<file path="config.mk">
export PLATFORM = sky130hd
export DESIGN_NAME = dt_thermo_walker
export DESIGN_NICKNAME = d
export VERILOG_FILES = /design/src/rtl/dt_thermo_walker.sv
export SDC_FILE = /design/constraint.sdc
export NUM_CORES = 2
export LEC_CHECK = 0
export ABC_AREA = 1
export CAP_MARGIN = 20
export CORE_ASPECT_RATIO = 0.75
export CORE_MARGIN = 4
export CORE_UTILIZATION = 40
export DETAILED_ROUTE_END_ITERATION = 7
export PLACE_DENSITY_LB_ADDON = 0.25
export RECOVER_POWER = 50
export SKIP_CTS_REPAIR_TIMING = 1
export SLEW_MARGIN = 20
export SYNTH_ARGS = -nofsm -noshare
export SYNTH_HDL_FRONTEND = slang
export SYNTH_SLANG_ARGS = --single-unit
</file>
<file path="constraint.sdc">
create_clock -name clk -period 6 [get_ports clk]
set_input_delay 1.2 -clock clk [delete_from_list [all_inputs] [get_ports clk]]
set_output_delay 1.2 -clock clk [all_outputs]
set_load 0.005 [all_outputs]
</file>
<file path="src/rtl/dt_thermo_walker.sv">
// -----------------------------------------------------------------------------
// dt_thermo_walker
//
// Programmable sequential decision-tree classifier. A node table held in a
// register array is walked one node per clock starting at address 0. Internal
// nodes select a feature bit and branch to child (bit = 0) or child+1 (bit = 1).
// Leaf nodes end the walk with a thermometer code of k ones. A walk that visits
// MAX_STEPS internal nodes without reaching a leaf ends as a timeout
// (out_err = 1, out_therm = 0). Only one sample is in flight at a time.
//
// Ports
//   clk        : clock, rising edge
//   rst_n      : asynchronous active-low reset
//   cfg_we     : node-table write strobe (ignored while cfg_busy)
//   cfg_addr   : node-table write address
//   cfg_wdata  : node word {is_leaf, field[IDX_W-1:0], child[ADDR_W-1:0]}
//   cfg_busy   : high while a walk or an unconsumed result is pending
//   in_valid   : sample valid
//   in_ready   : block can accept a sample (IDLE only)
//   in_feat    : binary feature vector
//   out_valid  : result valid
//   out_ready  : consumer accepts the result
//   out_therm  : thermometer-coded result
//   out_err    : result is a timeout
// -----------------------------------------------------------------------------
module dt_thermo_walker #(
  parameter int FEAT_W    = 13,
  parameter int OUT_W     = 13,
  parameter int ADDR_W    = 8,
  parameter int MAX_STEPS = 16,
  parameter int IDX_W     = 4
) (
  input  logic                    clk,
  input  logic                    rst_n,
  input  logic                    cfg_we,
  input  logic [ADDR_W-1:0]       cfg_addr,
  input  logic [IDX_W+ADDR_W:0]   cfg_wdata,
  output logic                    cfg_busy,
  input  logic                    in_valid,
  output logic                    in_ready,
  input  logic [FEAT_W-1:0]       in_feat,
  output logic                    out_valid,
  input  logic                    out_ready,
  output logic [OUT_W-1:0]        out_therm,
  output logic                    out_err
);

  localparam int NODE_W = 1 + IDX_W + ADDR_W;
  localparam int DEPTH  = 2 ** ADDR_W;
  // Steps counter must be able to hold MAX_STEPS itself.
  localparam int STEP_W = $clog2(MAX_STEPS + 1);
  localparam logic [STEP_W-1:0] LAST_STEP = STEP_W'(MAX_STEPS - 1);

  typedef enum logic [1:0] {
    S_IDLE = 2'd0,
    S_WALK = 2'd1,
    S_DONE = 2'd2
  } state_t;

  state_t              state;
  state_t              state_nxt;

  logic [NODE_W-1:0]   node_mem [DEPTH];
  logic [ADDR_W-1:0]   cur;
  logic [STEP_W-1:0]   steps;
  logic [FEAT_W-1:0]   feat_q;

  logic [NODE_W-1:0]   node;
  logic                node_leaf;
  logic [IDX_W-1:0]    node_field;
  logic [ADDR_W-1:0]   node_child;
  logic                branch_bit;

  logic                accept;
  logic                leaf_hit;
  logic                timeout;

  // ---------------------------------------------------------------------------
  // Feature select: indices beyond the feature vector read as 0.
  // ---------------------------------------------------------------------------
  function automatic logic feat_bit(input logic [FEAT_W-1:0] v,
                                    input logic [IDX_W-1:0]  f);
    logic b;
    b = 1'b0;
    for (int i = 0; i < FEAT_W; i++) begin
      if (int'(f) == i) b = v[i];
    end
    return b;
  endfunction

  // ---------------------------------------------------------------------------
  // Thermometer code with k low bits set; k beyond OUT_W saturates to all ones.
  // ---------------------------------------------------------------------------
  function automatic logic [OUT_W-1:0] therm_code(input logic [IDX_W-1:0] k);
    logic [OUT_W-1:0] t;
    t = '0;
    for (int i = 0; i < OUT_W; i++) begin
      t[i] = (i < int'(k));
    end
    return t;
  endfunction

  // Current node decode (combinational table read).
  assign node       = node_mem[cur];
  assign node_leaf  = node[NODE_W-1];
  assign node_field = node[ADDR_W +: IDX_W];
  assign node_child = node[ADDR_W-1:0];
  assign branch_bit = feat_bit(feat_q, node_field);

  assign accept   = (state == S_IDLE) && in_valid;
  assign leaf_hit = (state == S_WALK) && node_leaf;
  // The node being inspected is the last one allowed; if it is internal too,
  // the walk gives up.
  assign timeout  = (state == S_WALK) && !node_leaf && (steps == LAST_STEP);

  assign in_ready  = (state == S_IDLE);
  assign out_valid = (state == S_DONE);
  assign cfg_busy  = (state != S_IDLE);

  // ---------------------------------------------------------------------------
  // FSM state register
  // ---------------------------------------------------------------------------
  always_ff @(posedge clk or negedge rst_n) begin
    if (!rst_n) state <= S_IDLE;
    else        state <= state_nxt;
  end

  always_comb begin
    state_nxt = state;
    case (state)
      S_IDLE: if (accept)             state_nxt = S_WALK;
      S_WALK: if (leaf_hit || timeout) state_nxt = S_DONE;
      S_DONE: if (out_ready)          state_nxt = S_IDLE;
      default:                        state_nxt = S_IDLE;
    endcase
  end

  // ---------------------------------------------------------------------------
  // Node table: writes only land while idle, so a walk always sees a frozen
  // tree. A write coincident with an accept lands before the first node read.
  // ---------------------------------------------------------------------------
  always_ff @(posedge clk) begin
    if (cfg_we && (state == S_IDLE)) node_mem[cfg_addr] <= cfg_wdata;
  end

  // ---------------------------------------------------------------------------
  // Sample latch (data only, no reset)
  // ---------------------------------------------------------------------------
  always_ff @(posedge clk) begin
    if (accept) feat_q <= in_feat;
  end

  // ---------------------------------------------------------------------------
  // Walk pointer, step count and result registers
  // ---------------------------------------------------------------------------
  always_ff @(posedge clk or negedge rst_n) begin
    if (!rst_n) begin
      cur       <= '0;
      steps     <= '0;
      out_therm <= '0;
      out_err   <= 1'b0;
    end else begin
      if (accept) begin
        cur   <= '0;
        steps <= '0;
      end else if ((state == S_WALK) && !node_leaf) begin
        // Address arithmetic wraps modulo the table size.
        cur   <= node_child + ADDR_W'(branch_bit);
        steps <= steps + STEP_W'(1);
      end

      if (leaf_hit) begin
        out_therm <= therm_code(node_field);
        out_err   <= 1'b0;
      end else if (timeout) begin
        out_therm <= '0;
        out_err   <= 1'b1;
      end
    end
  end

endmodule
</file>
==> flow_summary_export.csv <==
group,metric,value,unit
clock_tree,htree_levels,5,
logic_synthesis,synth_fa_ha_area_frac,0.000370,
detailed_routing,drtIter0Drc,12800,
logic_synthesis,synth_edf_count,3341,
logic_synthesis,synth_compound_area_frac,0.0700,
power,p_int,41400,uW
floorplan,initial_core_util,0.403,
floorplan,die_width,680,um
final_layout,syn2layout_area_growth,12.1,%
min_path,min_from,"out_therm[3]",
logic_synthesis,post_synth.cell_area_avg,12.6,um^2
setup_path,worstPathArrival,6310,ps
logic_synthesis,yosys.area.top_type,"edfxtp_1",
power,comb_power_share,0.255,
sta,fin_crit,5740,ps
place,post-dp-hpwl,228,mm
min_path,hold_path.class,"reg -> reg",
sta,finalMaxSlewViolations,2118,
sta,timing.final.crit_share,0.957,
setup_path,r2r_slack,350,ps
setup_path,r2r-start,"cur[0]",
place,io_buffers,55,
logic_synthesis,synth_top_family_by_area,"simple AND/OR/NAND/NOR gates",
detailed_routing,dr.pass1.iters,7,
sta,worst_clock_skew,31.4,ps
logic_synthesis,synth_simple_gate_area_share,0.148,
sta,fmax,174,MHz
logic_synthesis,synth_fp_nets,10800,
global_route,grt-ovfl-total,0,
logic_synthesis,ys.flop_type,"edfxtp_1",
setup_path,path_buf_inv,2,
setup_path,max_stage_delay,3830,ps
sta,report.final.setup_viol,0,
power,peakVddDrop,307,uV
logic_synthesis,async_reset_ff_frac,0.00861,
run,maxCapViolCount,26,
floorplan,fp.dieH,512,um
setup_path,slowest_stage,"clkdlybuf4s25_1",
logic_synthesis,netlist_area,135000,um^2
floorplan,rows,184,
place,gp_congestion,0.889,
global_route,grt_pass1_vias,83200,
setup_path,reg2reg_to,"cur[4]",
final_layout,layout.nets,10900,
clock_tree,clkTransAtPathRegs,60,ps
clock_tree,cts-root-buf,"clkbuf_16",
final_layout,fillCellCount,30100,
setup_path,cp_max_fo,116,
detailed_routing,drc,0,
clock_tree,cts_buffer_depth,4,
global_route,grt_max_degree,205,
setup_path,cp_cell_sequence,"clkdlybuf4s25_1 > buf_4",
setup_path,cp-start-kind,"input port",
clock_tree,tritoncts,"done",
sta,hold_viol_final,0,
detailed_routing,wire_per_inst,26.2,um
clock_tree,cts-buffers-inserted,321,
status,status,"finished, violations left",
power,seq_power_share,0.423,
logic_synthesis,seq_area_frac_synth,0.747,
setup_path,r2r_cells,22,
logic_synthesis,yosys_warnings,0,
logic_synthesis,post_synth_num_cell_types,41,
logic_synthesis,synthTopCellsByArea,"edfxtp_1, nand3_1, nand2_1",
global_route,grt_pass1_wl,587,mm
sta,tightest_slew,5600,ps
floorplan,die_area,348000,um^2
floorplan,ios,56,
logic_synthesis,synth_seq_cells,3370,
clock_tree,clock_sinks,3370,
global_route,grt_antenna_before_repair,13,
global_route,grt_use_total,0.225,
power,p_leak,0.0503,uW
power,power.share.switching,0.332,
logic_synthesis,synth_top_area_frac,0.741,
place,post-place-ws,593,ps
setup_path,end_kind,"register",
clock_tree,insertion_delay,880,ps
sta,hold-worst-slack,478,ps
sta,max_slew_margin,-2.73,
sta,fin_ws,256,ps
min_path,hold_depth,2,
setup_path,cp_data_required_time,6570,ps
logic_synthesis,synthMuxAreaShare,0,
setup_path,worstSetupPathType,"in -> reg",
detailed_routing,vias,89100,
final_layout,drive_above_1_share,0.0886,
detailed_routing,ant_nets,0,
status,violations,"max-capacitance violations, max-slew violations",
floorplan,core_region_area,336000,um^2
detailed_routing,via_per_inst,5.73,
power,p_per_area,409,nW/um^2
min_path,hold_path_end,"out_therm[3]",
detailed_routing,wl,406,mm
power,net-switching-power,20600,uW
logic_synthesis,yosys.area_share.xor_xnor,0.0000647,
power,clockPowerShare,0.322,
sta,grt_setup_unrepaired,"no",
logic_synthesis,synthCells,10700,
sta,tns,0,ps
setup_path,critical-path-top-delay-family,"buffers and inverters",
## flip-flops by register name, indices dropped and copies added, names as in the netlist
signal / cells
out_therm: 13
node_mem: 3328
feat_q: 13
cur: 8
state: 2
steps: 5
out_err: 1
## power by group through the flow
stage | Sequential [uW] | Combinational, uW | Clock, uW
detailed placement | 26700 | 15500 | 0
floorplan | 26500 | 9830 | 0
CTS | 26200 | 15600 | 20200
global route | 26200 | 17000 | 21200
global placement | 26700 | 15400 | 0
finish | 26200 | 15800 | 20000
## tightest hold or removal path, cell delays in order, from the launching register on
cell	delay, ps
dfrtp_1	340
nand2_1	50
nand2_1	50
## cell usage after synthesis (29+ instances only)
master	count
nor2_1	1375
o21ai_1	149
nand3_1	1614
o21ai_0	952
buf_1	77
dfrtp_1	29
o221ai_1	32
a21oi_1	51
o22ai_1	502
buf_2	244
buf_4	133
nand2_1	1774
edfxtp_1	3341
clkbuf_1	220
buf_6	87
inv_1	68
## worst max-delay path by stage
stage                     depth (start not counted)          from  slack (ps)               end
final                                             2  cfg_wdata[9]         260  node_mem[248][9]
after global routing                              2  cfg_wdata[1]          50   node_mem[55][1]
after CTS                                        27        cur[0]         580            cur[4]
after detailed placement                         27        cur[0]         590            cur[4]
after global placement                           27        cur[0]         510            cur[4]
after floorplan                                  21        cur[0]        2830            cur[4]
## metrics by stage
stage / cells / power, uW / cell area [um^2] / util
global placement: 15000 / 42100 / 142000 / 0.422
detailed placement: 15000 / 42200 / 142000 / 0.422
finish: 15500 / 62000 / 152000 / 0.451
CTS: 15500 / 62000 / 152000 / 0.452
floorplan: 10700 / 36400 / 135000 / -
global route: 15500 / 64500 / 152000 / 0.451
## layout make-up
type | count | area, um^2 | share of cell area
well taps | 4464 | 5590 | 0.0368
inverters | 76 | 337 | 0.00222
repair inverters | 1 | 11.3 | 0.0000743
clock inverters | 159 | 1470 | 0.00967
flip-flops and latches | 3370 | 101000 | 0.667
clock buffers | 401 | 8540 | 0.0563
multi-input cells | 6508 | 29600 | 0.196
diodes | 4 | 10.0 | 0.0000660
repair buffers | 550 | 4940 | 0.0326
## cell families (layout without fill, tap and decap cells)
group | after synthesis | count (layout)
buf+inv | 842 | 1187
other cells | 0 | 4
xor+xnor | 1 | 1
flops | 3370 | 3370
compound gates | 1717 | 1717
fa+ha+maj | 4 | 4
simple gates | 4786 | 4786
## layout by cell type, fill, tap and decap left out, drive strengths merged, types with 3 or more instances in the layout
master         synthesis  routed
o221ai                32      32
clkbuf               221     430
edfxtp              3341    3341
nand4                  3       3
bufinv                 0      25
o31ai                  3       3
o311ai                16      16
nand3               1617    1617
o22ai                503     503
clkdlybuf4s50          0      28
nand2               1779    1779
diode                  0       4
nor2                1379    1379
clkinvlp               0       9
ha                     4       4
clkinv                 4     117
dlygate4sd3            0      14
nor3                   5       5
o221a                  5       5
buf                  545     476
dfrtp                 29      29
o211ai                 3       3
o21ai               1101    1101
inv                   72      85
a21oi                 51      51
## routing by layer
layer,vias up,share of wire,track usage
li1,39300,-,-
met1,44500,0.43,0.337
met2,4580,0.43,0.325
met3,623,0.11,0.0561
met4,4,0.030,0.0627
met5,-,0.000052,0
Power figures use the tool's default switching activity.
